<file path="src/rtl/pipe_ctrl_pkg.sv">
// Shared definitions for the pipeline hazard controller: forwarding-source
// encoding used by the EX operand muxes.
package pipe_ctrl_pkg;

  // EX ALU operand source. 2'b11 is reserved and never driven.
  typedef enum logic [1:0] {
    FWD_REG = 2'b00,  // value read from the register file in ID
    FWD_WB  = 2'b01,  // value being written back this cycle
    FWD_MEM = 2'b10   // ALU result sitting in EX/MEM
  } fwd_e;

  localparam int FWD_W = 2;

endpackage

</file>
<file path="src/rtl/pipe_ctrl_fwd_sel.sv">
// Forwarding source select for one EX ALU operand. The newest producer
// (MEM) wins over the older one (WB); register 0 is excluded by the caller
// through the *_wr qualifiers.
module pipe_ctrl_fwd_sel
  import pipe_ctrl_pkg::*;
#(
  parameter int RA_W = 5
) (
  input  logic [RA_W-1:0] src,
  input  logic            use_src,
  input  logic            mem_wr,
  input  logic [RA_W-1:0] mem_wreg,
  input  logic            wb_wr,
  input  logic [RA_W-1:0] wb_wreg,
  output fwd_e            sel
);

  // Pick the youngest in-flight producer of the operand, else the regfile.
  always_comb begin
    // NOTE: assign a default before any branch so every path drives sel and no latch is inferred.
    sel = FWD_REG;
    if (use_src && mem_wr && (mem_wreg == src)) begin
      sel = FWD_MEM;
    end else if (use_src && wb_wr && (wb_wreg == src)) begin
      sel = FWD_WB;
    end
  end

endmodule

</file>
<file path="src/rtl/pipe_ctrl.sv">
// Hazard and sequencing controller for a 5-stage MIPS pipeline. Tracks the
// destinations of the instructions in EX, MEM and WB, and from them derives
// load-use stalls, taken-branch flushes, EX forwarding selects and the ID
// same-cycle write-back bypass. Counts stall cycles and flush events.
module pipe_ctrl
  import pipe_ctrl_pkg::*;
#(
  parameter int RA_W  = 5,
  parameter int CNT_W = 32
) (
  input  logic             clk,
  input  logic             rst,
  input  logic [RA_W-1:0]  id_rs,
  input  logic [RA_W-1:0]  id_rt,
  input  logic [RA_W-1:0]  id_rd,
  input  logic             id_use_rs,
  input  logic             id_use_rt,
  input  logic             id_regdst,
  input  logic             id_regwrite,
  input  logic             id_memread,
  input  logic             mem_br_taken,
  output logic             pc_we,
  output logic             if_id_we,
  output logic             if_id_flush,
  output logic             id_ex_flush,
  output logic             ex_mem_flush,
  output logic [FWD_W-1:0] fwd_a,
  output logic [FWD_W-1:0] fwd_b,
  output logic             id_byp_a,
  output logic             id_byp_b,
  output logic [CNT_W-1:0] stall_cnt,
  output logic [CNT_W-1:0] flush_cnt
);

  // Full shadow of the instruction in EX: it is the only slot whose sources
  // and load flag are still consulted (forwarding and load-use detection).
  typedef struct packed {
    logic            valid;
    logic            regwrite;
    logic            memread;
    logic [RA_W-1:0] wreg;
    logic [RA_W-1:0] rs;
    logic [RA_W-1:0] rt;
    logic            use_rs;
    logic            use_rt;
  } slot_t;

  slot_t           id_info;
  slot_t           ex_q;
  // MEM and WB are only ever asked "do you write, and which register", so
  // they keep just that pair; a bubble is simply a non-writing slot.
  logic            mem_wr_q;
  logic [RA_W-1:0] mem_wreg_q;
  logic            wb_wr_q;
  logic [RA_W-1:0] wb_wreg_q;

  logic            ex_wr;
  logic            flush;
  logic            stall;
  fwd_e            sel_a;
  fwd_e            sel_b;

  assign id_info = '{
    valid:    1'b1,
    regwrite: id_regwrite,
    memread:  id_memread,
    wreg:     id_regdst ? id_rd : id_rt,
    rs:       id_rs,
    rt:       id_rt,
    use_rs:   id_use_rs,
    use_rt:   id_use_rt
  };

  // A writer of register 0 is treated as not writing, so $0 never forwards or stalls.
  assign ex_wr = ex_q.valid && ex_q.regwrite && (ex_q.wreg != '0);
  assign flush = mem_br_taken;
  assign stall = ex_wr && ex_q.memread &&
                 ((id_use_rs && (id_rs == ex_q.wreg)) ||
                  (id_use_rt && (id_rt == ex_q.wreg)));

  // Advance the slots; a flush kills EX and MEM, a stall bubbles EX only.
  always_ff @(posedge clk) begin
    // NOTE: sequential state uses non-blocking assignments so every slot samples its pre-edge source.
    if (rst) begin
      ex_q       <= '0;
      mem_wr_q   <= 1'b0;
      mem_wreg_q <= '0;
      wb_wr_q    <= 1'b0;
      wb_wreg_q  <= '0;
    end else begin
      ex_q       <= (flush || stall) ? '0 : id_info;
      mem_wr_q   <= ex_wr && !flush;
      mem_wreg_q <= flush ? '0 : ex_q.wreg;
      wb_wr_q    <= mem_wr_q;
      wb_wreg_q  <= mem_wreg_q;
    end
  end

  // Performance counters; a stall masked by a flush is not counted.
  always_ff @(posedge clk) begin
    if (rst) begin
      stall_cnt <= '0;
      flush_cnt <= '0;
    end else begin
      if (stall && !flush) stall_cnt <= stall_cnt + CNT_W'(1);
      if (flush)           flush_cnt <= flush_cnt + CNT_W'(1);
    end
  end

  // Sequencing controls: flush overrides stall; everything idle in reset.
  always_comb begin
    pc_we        = 1'b1;
    if_id_we     = 1'b1;
    if_id_flush  = 1'b0;
    id_ex_flush  = 1'b0;
    ex_mem_flush = 1'b0;
    if (!rst) begin
      if (flush) begin
        if_id_flush  = 1'b1;
        id_ex_flush  = 1'b1;
        ex_mem_flush = 1'b1;
      end else if (stall) begin
        pc_we       = 1'b0;
        if_id_we    = 1'b0;
        id_ex_flush = 1'b1;
      end
    end
  end

  pipe_ctrl_fwd_sel #(.RA_W(RA_W)) u_fwd_a (
    .src      (ex_q.rs),
    .use_src  (ex_q.use_rs),
    .mem_wr   (mem_wr_q),
    .mem_wreg (mem_wreg_q),
    .wb_wr    (wb_wr_q),
    .wb_wreg  (wb_wreg_q),
    .sel      (sel_a)
  );

  pipe_ctrl_fwd_sel #(.RA_W(RA_W)) u_fwd_b (
    .src      (ex_q.rt),
    .use_src  (ex_q.use_rt),
    .mem_wr   (mem_wr_q),
    .mem_wreg (mem_wreg_q),
    .wb_wr    (wb_wr_q),
    .wb_wreg  (wb_wreg_q),
    .sel      (sel_b)
  );

  // Forwarding and ID bypass, held at the register-file path during reset.
  always_comb begin
    fwd_a    = rst ? FWD_REG : sel_a;
    fwd_b    = rst ? FWD_REG : sel_b;
    id_byp_a = !rst && wb_wr_q && id_use_rs && (wb_wreg_q == id_rs);
    id_byp_b = !rst && wb_wr_q && id_use_rt && (wb_wreg_q == id_rt);
  end

endmodule

</file>
<file path="config.mk">
export PLATFORM = sky130hd
export DESIGN_NAME = pipe_ctrl
export DESIGN_NICKNAME = d
export VERILOG_FILES = /design/src/rtl/pipe_ctrl_pkg.sv /design/src/rtl/pipe_ctrl_fwd_sel.sv /design/src/rtl/pipe_ctrl.sv
export SDC_FILE = /design/constraint.sdc
export NUM_CORES = 1
export LEC_CHECK = 0
export BUFFER_PORTS_ARGS = -buffer_cell sky130_fd_sc_hd__buf_2
export CORE_AREA = 2 2 99 101
export DETAILED_ROUTE_END_ITERATION = 10
export DIE_AREA = 0 0 101 103
export PLACE_DENSITY_LB_ADDON = 0.08
export SYNTH_ARGS = -nofsm -noshare
export SYNTH_HDL_FRONTEND = slang
export SYNTH_SLANG_ARGS = --single-unit
</file>
<file path="constraint.sdc">
create_clock -name clk -period 2.84 [get_ports clk]
set_input_delay 0 -clock clk [delete_from_list [all_inputs] [get_ports clk]]
set_output_delay 0 -clock clk [all_outputs]
set_load 0.02 [all_outputs]
</file>
==> flow_metrics.tcl, run 1 <==
set metrics [dict create \
    gp_congestion 0.823 \
    path_class "register to register" \
    crit_path_end_kind "register" \
    hpwl_um 7530 \
    p_total_mw 2.66 \
    crit_chain "ha_1 > nand2_1 > nor4_2 > nand3_1 > or4_1 > a21oi_1" \
    ctsLongestPathBuffers 2 \
    syn_area_um2 4560 \
    slowest_delay_ns 0.80 \
    fin_tns_setup_ns 0 \
    grt_max_degree 82 \
    worstMarginPinSlew_ns 0.864 \
    vias_per_cell 5.58 \
    power.density_nw_per_um2 474 \
    grt_pass1_vias 3748 \
    pwr-share-comb 0.065 \
    cp_max_fo 7 \
    std_cell_rows 36 \
    postCtsSetupRepairBufs 0 \
    setup_viol 0 \
    synth_top_area_frac 0.421 \
    wl_per_cell_um 15.1 \
    hold_class "primary input to register" \
    design.core.area_um2 9460 \
    post-place-cells 700 \
    clockPowerShare 0.415 \
    initial_core_util 0.482 \
    final_cells 740 \
    synthTopCellsByCount "dfxtp_1, nor2_1, xor2_1" \
    period_share 0.840 \
    startpoint_type "register" \
    grt_pass1_wl_um 17800 \
    ios 98 \
    cts-hold-fix-buffers 24 \
    clock.fmax_mhz 419 \
    grt_remaining_overflow 0 \
    cp_num_buf_inv 0 \
    power.leakage_nw 2.26 \
    drtAntennaViolNets 0 \
    nNetsFinal 646 \
    switching_share 0.225 \
    area_growth_pct 22.7 \
    drt_iter0_markers 198 \
    intPower_mw 2.06 \
    finClkSkew_ns 0.0159 \
    post-route-drc-count 0 \
    synth.most_common_cell "dfxtp_1" \
    cts_max_level 3 \
    hold_violations 0 \
    grt_antenna_before_repair 0 \
    grt_use_total 0.213 \
    cts_resized 0 \
    status "completed" \
    die_w_um 101 \
    net-switching-power_mw 0.598 \
    yosysSeqAreaShare 0.421 \
    maxSlewViolCount 0 \
    slew_headroom 0.419 \
    arrival_ns 2.67 \
    diodes 0 \
    critPathSlowestCell "nor4_2" \
    die_area_um2 10400 \
    dr.pass1.iters 4 \
    clkSinkCount 96 \
    insertion_delay_ns 0.36 \
    synthCells 511 \
    critical-path-top-delay-family "simple AND/OR/NAND/NOR gates" \
    cts_tree "built" \
    fin_util 0.592 \
    ys_types 42 \
    min_period_ns 2.38 \
    cts-buffers-inserted 9 \
    routed_wl_um 11200 \
    seqPwrFrac 0.520 \
    die_y_um 103 \
    ys.flop_type "dfxtp_1" \
    rsz0062_at_grt "false" \
    yosys.area.top_type "dfxtp_1" \
    num_vias 4128 \
    synth_seq_cells 96 \
    setup_slack_ns 0.456 \
    preCtsSetupSlack_ns 0.500 \
    cap_violations 0 \
    ys.warnings.count 0 \
    synth_nets 536 \
    layout-drive-gt1-share 0.214 \
    peakVddDrop_uv 238 \
    path_clk_slew_ns 0.09 \
    fillCellCount 850 \
    ys_top_cells_by_area "dfxtp_1, xor2_1, xnor2_1" \
    async_flop_share 0 \
    io_buffers 97 \
    synth_edf_count 0 \
    cts_root_buf "clkbuf_8" \
    worstPathRequired_ns 3.13 \
    syn_area_per_cell_um2 8.93 \
]
final timing paths:
path / start / end / slack, ns / cells after the start
worst max-delay path: stall_cnt[0] / stall_cnt[30] / 0.46 / 6
worst min-delay path: rst / mem_wr_q / 0.06 / 4
worst max register to register: stall_cnt[0] / stall_cnt[30] / 0.46 / 6
worst min register to register: ex_q[18] / mem_wr_q / 0.47 / 2
tightest hold or removal path, stage by stage:
cell and delay (ns):
buf_2 0.12, nor2_1 0.11, nand3_1 0.11, nor2_1 0.04
stage by stage:
| step | area [um^2] | hold slack [ns] |
|---|---|---|
| after floorplan | 4560 | 0.122 |
| after global placement | 5110 | 0.200 |
| final | 5600 | 0.0570 |
| after detailed placement | 5110 | 0.205 |
| after CTS | 5600 | 0.0275 |
| after global routing | 5600 | 0.0684 |
sequential cells by signal, summed over array words and instances (netlist names):
register	flops
ex_q	20
flush_cnt	32
mem_wr_q	1
mem_wreg_q	5
stall_cnt	32
wb_wr_q	1
wb_wreg_q	5
logic make-up (layout without fill, tap and decap cells):
group | after synthesis | after routing | synth area share
and+or+nand+nor | 233 | 233 | 0.292
DFF | 96 | 96 | 0.421
AOI/OAI and AO/OA | 71 | 71 | 0.0968
xor gates and xnor gates | 64 | 64 | 0.123
buffers and inverters | 32 | 147 | 0.0307
muxes | 13 | 13 | 0.0304
adders and majority gates | 2 | 2 | 0.00548
layout make-up:
class                   count  area, um^2  share of cell area
clock buffers              10         138              0.0246
multi-input cells         383        2500               0.447
repair buffers            126         763               0.136
inverters                   5        18.8             0.00335
clock inverters             6         114              0.0203
flip-flops and latches     96        1920               0.343
well taps                 114         143              0.0255
cells in the final DEF (no fill, tap or decap), drive strengths merged:
master       count
ha               2
and4             6
o22a             1
a21oi           32
nor3b            3
clkinvlp         2
nand3           29
o41ai            1
nand4bb          1
nand4           26
xnor2           27
nor3             5
dfxtp           96
buf            102
o2111ai          1
o31ai           22
nor4            12
bufinv           3
nor2b           15
o21ba            1
and3             8
inv              6
o21ai           10
o22ai            1
or2              2
nand4b           1
and2            21
nand2           25
nor2            47
xor2            37
mux2i            6
dlygate4sd3     24
mux2             7
clkbuf          10
or3              8
a41oi            2
or4             24
metal layers:
layer,vias to the layer above,GRT usage,wire (um)
met4,0,0.0696,155
met1,1950,0.282,5230
met3,14,0.0325,436
met5,-,0,0
met2,105,0.359,5360
li1,2059,-,-
power by group through the flow:
stage	combinational [mW]	clock, mW	sequential, mW
after CTS	0.173	1.12	1.38
after detailed placement	0.146	0	1.41
final	0.174	1.10	1.38
after global placement	0.143	0	1.41
after floorplan	0.0952	0	1.41
after global routing	0.191	1.18	1.38
Note: power is estimated with default switching activity, not from simulation.
==> run 2: changes to the inputs <==
Settings changed: CORE_AREA 2 2 99 101 to 2 2 100 102, DIE_AREA 0 0 101 103 to 0 0 102 104.
Clock period 2.84 ns to 2.1 ns, I/O delays scaled along.
==> flow_metrics.tcl, run 2 (same netlist as run 1, synthesis figures left out) <==
set metrics [dict create \
    cts-buffers-inserted 9 \
    grt_remaining_overflow 0 \
    fin_tns_setup_ns 0 \
    grt_pass1_vias 4026 \
    setup_slack_ns 0.105 \
    maxSlewViolCount 0 \
    cts_max_level 3 \
    power.density_nw_per_um2 556 \
    setup_viol 0 \
    min_period_ns 2.00 \
    post-place-cells 738 \
    clock.fmax_mhz 501 \
    design.core.area_um2 9550 \
    final_common_cell "buf_2" \
    cts_tree "built" \
    path_clk_slew_ns 0.10 \
    net-switching-power_mw 0.814 \
    preCtsSetupSlack_ns -0.0282 \
    final_cells 778 \
    io_buffers 97 \
    grt_pass1_wl_um 18700 \
    num_vias 4156 \
    dpl-instance-area_um2 5300 \
    clockPowerShare 0.343 \
    final_cell_mix "buf_2, dfxtp_1, nor2_1" \
    drt_iter0_markers 222 \
    grt_max_degree 56 \
    ctsLongestPathBuffers 2 \
    worstMarginPinSlew_ns 0.508 \
    rsz0062_at_grt "false" \
    vias_per_cell 5.34 \
    intPower_mw 2.40 \
    hold_violations 0 \
    wl_per_cell_um 14.5 \
    layout-drive-gt1-share 0.257 \
    nNetsFinal 665 \
    routed_wl_um 11300 \
    hold_class "primary input to register" \
    area_growth_pct 26.7 \
    fin_util 0.605 \
    dr.pass1.iters 4 \
    slew_headroom 0.661 \
    initial_core_util 0.478 \
    startpoint_type "register" \
    die_y_um 104 \
    finClkSkew_ns 0.00649 \
    std_cell_rows 36 \
    reg2reg_depth 6 \
    hold_slack_ns 0.0859 \
    arrival_ns 2.29 \
    peakVddDrop_uv 307 \
    postCtsSetupRepairBufs 0 \
    die_w_um 102 \
    insertion_delay_ns 0.36 \
    pwr-share-comb 0.075 \
    cts_root_buf "clkbuf_8" \
    hpwl_um 7740 \
    switching_share 0.253 \
    hold_path.startpoint "mem_br_taken" \
    grt_use_total 0.215 \
    die_area_um2 10600 \
    worstPathRequired_ns 2.39 \
    design_area_um2 5780 \
    reg_top3 "flush_cnt (32), stall_cnt (32), ex_q (20)" \
    post-route-drc-count 0 \
    gp_congestion 0.795 \
    seqPwrFrac 0.581 \
    crit_path_end_kind "register" \
    fillCellCount 892 \
    r2r-start "stall_cnt[1]" \
    power.leakage_nw 2.35 \
    path_class "register to register" \
    grt_antenna_before_repair 0 \
    holdPathStages 3 \
    period_share 0.950 \
    clkSinkCount 96 \
    drtAntennaViolNets 0 \
    cp_max_fo 5 \
    diodes 0 \
    p_total_mw 3.21 \
    crit_path_start "stall_cnt[1]" \
    cap_violations 0 \
    status "completed" \
    ios 98 \
]
==> run 2: cell count changes in the layout (fill, tap and decap cells not counted), sizes merged <==
cell | previous run | this run
buf | 102 | 121
bufinv | 3 | 0
clkinv | 0 | 3
clkinvlp | 2 | 1
inv | 6 | 7
==> run 2: routing by layer <==
| metal | part of all wire | global-route usage | vias to the layer above | routed length [um] |
|---|---|---|---|---|
| met1 | 0.48 | 0.284 | 1942 | 5410 |
| met2 | 0.47 | 0.352 | 101 | 5320 |
| li1 | - | - | 2095 | - |
| met5 | 0 | 0 | - | 0 |
| met4 | 0.017 | 0.0800 | 0 | 191 |
| met3 | 0.035 | 0.0323 | 18 | 391 |
==> run 2: worst paths after layout <==
kind | endpoint | slack (ns)
hold / removal | flush_cnt[0] | 0.09
setup reg to reg | stall_cnt[22] | 0.10
hold reg to reg | stall_cnt[30] | 0.50
setup / recovery | stall_cnt[22] | 0.10
==> run 2: repair_timing <==
item,4_1_cts,5_1_grt
endpoints found under the hold margin,19,0
hold buffers,24,0
endpoints found under the setup margin,11,32
resized for setup,1,14
pin swaps,0,2
==> run 2: layout make-up <==
class | instances | area (um^2) | share of cell area
Multi-Input combinational cell | 383 | 2560 | 0.443
Sequential cell | 96 | 1930 | 0.334
Timing Repair Buffer | 145 | 931 | 0.161
Tap cell | 133 | 166 | 0.0288
Clock buffer | 10 | 128 | 0.0221
Clock inverter | 6 | 43.8 | 0.00758
Inverter | 5 | 18.8 | 0.00325
==> run 2: power groups by stage <==
| stage | logic [mW] | clock network [mW] | registers (mW) |
|---|---|---|---|
| floorplan | 0.129 | 0 | 1.91 |
| global placement | 0.196 | 0 | 1.91 |
| detailed placement | 0.198 | 0 | 1.91 |
| CTS | 0.236 | 1.14 | 1.87 |
| global route | 0.266 | 1.23 | 1.87 |
| finish | 0.243 | 1.10 | 1.87 |
==> run 2: critical path: stages, from the launching register on <==
cell and delay [ns]:
dfxtp_2 0.38, ha_4 0.15, nand2_2 0.07, or4_4 0.53
or2_1 0.26, or4_1 0.39, a21oi_1 0.15
==> run 3: changes to the inputs <==
--- a/config.mk
+++ b/config.mk
@@ -7,7 +7,7 @@
 export LEC_CHECK = 0
 export BUFFER_PORTS_ARGS = -buffer_cell sky130_fd_sc_hd__buf_2
-export CORE_AREA = 2 2 100 102
+export CORE_AREA = 2 2 115 89
 export DETAILED_ROUTE_END_ITERATION = 10
-export DIE_AREA = 0 0 102 104
+export DIE_AREA = 0 0 117 91
 export PLACE_DENSITY_LB_ADDON = 0.08
 export SYNTH_ARGS = -nofsm -noshare
==> constraint.sdc (replaced) <==
create_clock -name clk -period 2.1 [get_ports clk]
set_input_delay 0.63 -clock clk [delete_from_list [all_inputs] [get_ports clk]]
set_output_delay 0.63 -clock clk [all_outputs]
set_load 0.02 [all_outputs]
==> flow_metrics.tcl, run 3 (same netlist as run 1, synthesis figures left out) <==
set metrics [dict create \
    diodes 0 \
    initial_core_util 0.480 \
    cap_violations 0 \
    grt_use_total 0.231 \
    rsz0062_at_grt "true" \
    grt_pass1_wl_um 19600 \
    design.core.area_um2 9500 \
    cts_tree "built" \
    insertion_delay_ns 0.35 \
    cts_root_buf "clkbuf_16" \
    min_period_ns 2.53 \
    setup_slack_ns -0.427 \
    status "finished, violations left" \
    ios 98 \
    gp_congestion 0.813 \
    grt_antenna_before_repair 0 \
    worstPathRequired_ns 1.47 \
    grt_remaining_overflow 0 \
    final_common_cell "buf_2" \
    critical-path-top-delay-family "simple AND/OR/NAND/NOR gates" \
    die_w_um 117 \
    area_growth_pct 40.0 \
    reg2reg_depth 8 \
    grt_pass1_vias 3949 \
    clock.fmax_mhz 396 \
    power.density_nw_per_um2 596 \
    holdPathStages 2 \
    slew_headroom 0.489 \
    clkSinkCount 96 \
    violations "negative setup slack" \
    post-route-drc-count 0 \
    hold_end "ex_q[17]" \
    routed_wl_um 12500 \
    final_cell_mix "buf_2, dfxtp_1, buf_4" \
    setup_viol 9 \
    num_vias 4261 \
    r2r_slack_ns 0.01 \
    hold_violations 0 \
    arrival_ns 1.90 \
    critPathSlowestCell "or4_4" \
    dr.pass1.iters 4 \
    vias_per_cell 5.35 \
    period_share 1.20 \
    cts_max_level 3 \
    peakVddDrop_uv 466 \
    die_area_um2 10600 \
    drt_iter0_markers 321 \
    hold_class "primary input to register" \
    hold_path.startpoint "id_memread" \
    layout-drive-gt1-share 0.400 \
    grt_max_degree 51 \
    nNetsFinal 685 \
    r2r-start "ex_q[14]" \
    die_y_um 91 \
    slowest_delay_ns 0.56 \
    cts-hold-fix-buffers 0 \
    power.leakage_nw 2.67 \
    cts-buffers-inserted 9 \
    fin_util 0.672 \
    crit_chain "or4_4 > o2111ai_4 > nor2_4 > o21ba_4 > buf_6" \
    crit_path_end_kind "output port" \
    wl_per_cell_um 15.7 \
    reg_top3 "flush_cnt (32), stall_cnt (32), ex_q (20)" \
    path_class "register to output port" \
    ctsLongestPathBuffers 2 \
    rr_endpoint "stall_cnt[18]" \
    cp_num_buf_inv 1 \
    maxSlewViolCount 0 \
    std_cell_rows 31 \
    io_buffers 97 \
    cp_max_fo 2 \
    path_clk_slew_ns 0.07 \
    startpoint_type "register" \
    finClkSkew_ns 0.00615 \
    fin_tns_setup_ns -1.82 \
    hpwl_um 8620 \
    worstMarginPinSlew_ns 0.764 \
    drtAntennaViolNets 0 \
]
run 3: layout make-up:
cell class | instances | area [um^2]
clock buffers | 9 | 225
fillers | 759 | 3120
multi-input cells | 384 | 2850
inverters | 5 | 18.8
flip-flops and latches | 96 | 1960
repair buffers | 163 | 1090
clock inverters | 7 | 72.6
well taps | 132 | 165
repair inverters | 1 | 7.51
run 3: worst max-delay path by stage:
stage             start       endpoint  slack [ns]  depth (start not counted)
2_1_floorplan  id_rs[4]          pc_we       -0.32                          9
3_3_place_gp   id_rt[2]  stall_cnt[29]       -0.29                          7
3_5_place_dp   id_rt[2]  stall_cnt[29]       -0.38                          7
4_1_cts        ex_q[14]    id_ex_flush       -0.45                          5
5_1_grt        ex_q[14]    id_ex_flush       -0.48                          5
6_report       ex_q[14]    id_ex_flush       -0.43                          5
run 3: what timing repair did:
| action | CTS | global route |
|---|---|---|
| endpoints found under the setup margin | 35 | 53 |
| gates cloned | 0 | 3 |
| resized for setup | 33 | 56 |
| pin swaps | 16 | 17 |
| buffers inserted | 4 | 5 |
run 3: report_power, final:
part / total [mW] / switching (mW) / internal, mW / leakage, nW
Clock: 1.64 / 0.723 / 0.920 / 0.130
Combinational: 0.297 / 0.153 / 0.145 / 1.76
Sequential: 1.87 / 0.0252 / 1.84 / 0.787
Total: 3.81 / 0.901 / 2.91 / 2.67
run 3: worst register-to-register path: cells and delay by family (launching register included):
family,cells,cell delay (ns)
simple gates,3,0.84
flops,1,0.32
buf+inv,3,0.45
compound gates,2,0.33
run 3: per-stage QoR:
stage	hold WS (ns)	cell area, um^2	std cells	power, mW	worst slack [ns]
detailed placement	0.471	5670	771	2.17	-0.377
CTS	0.466	6120	791	3.83	-0.451
global route	0.479	6380	797	3.94	-0.483
floorplan	0.434	4720	511	2.06	-0.325
finish	0.480	6380	797	3.81	-0.427
global placement	0.470	5670	771	2.16	-0.293
run 3: metal layers:
layer,part of all wire,vias up,global-route usage
li1,-,2139,-
met1,0.47,2016,0.322
met2,0.47,98,0.360
met3,0.050,8,0.0554
met4,0.0089,0,0.0588
met5,0,-,0
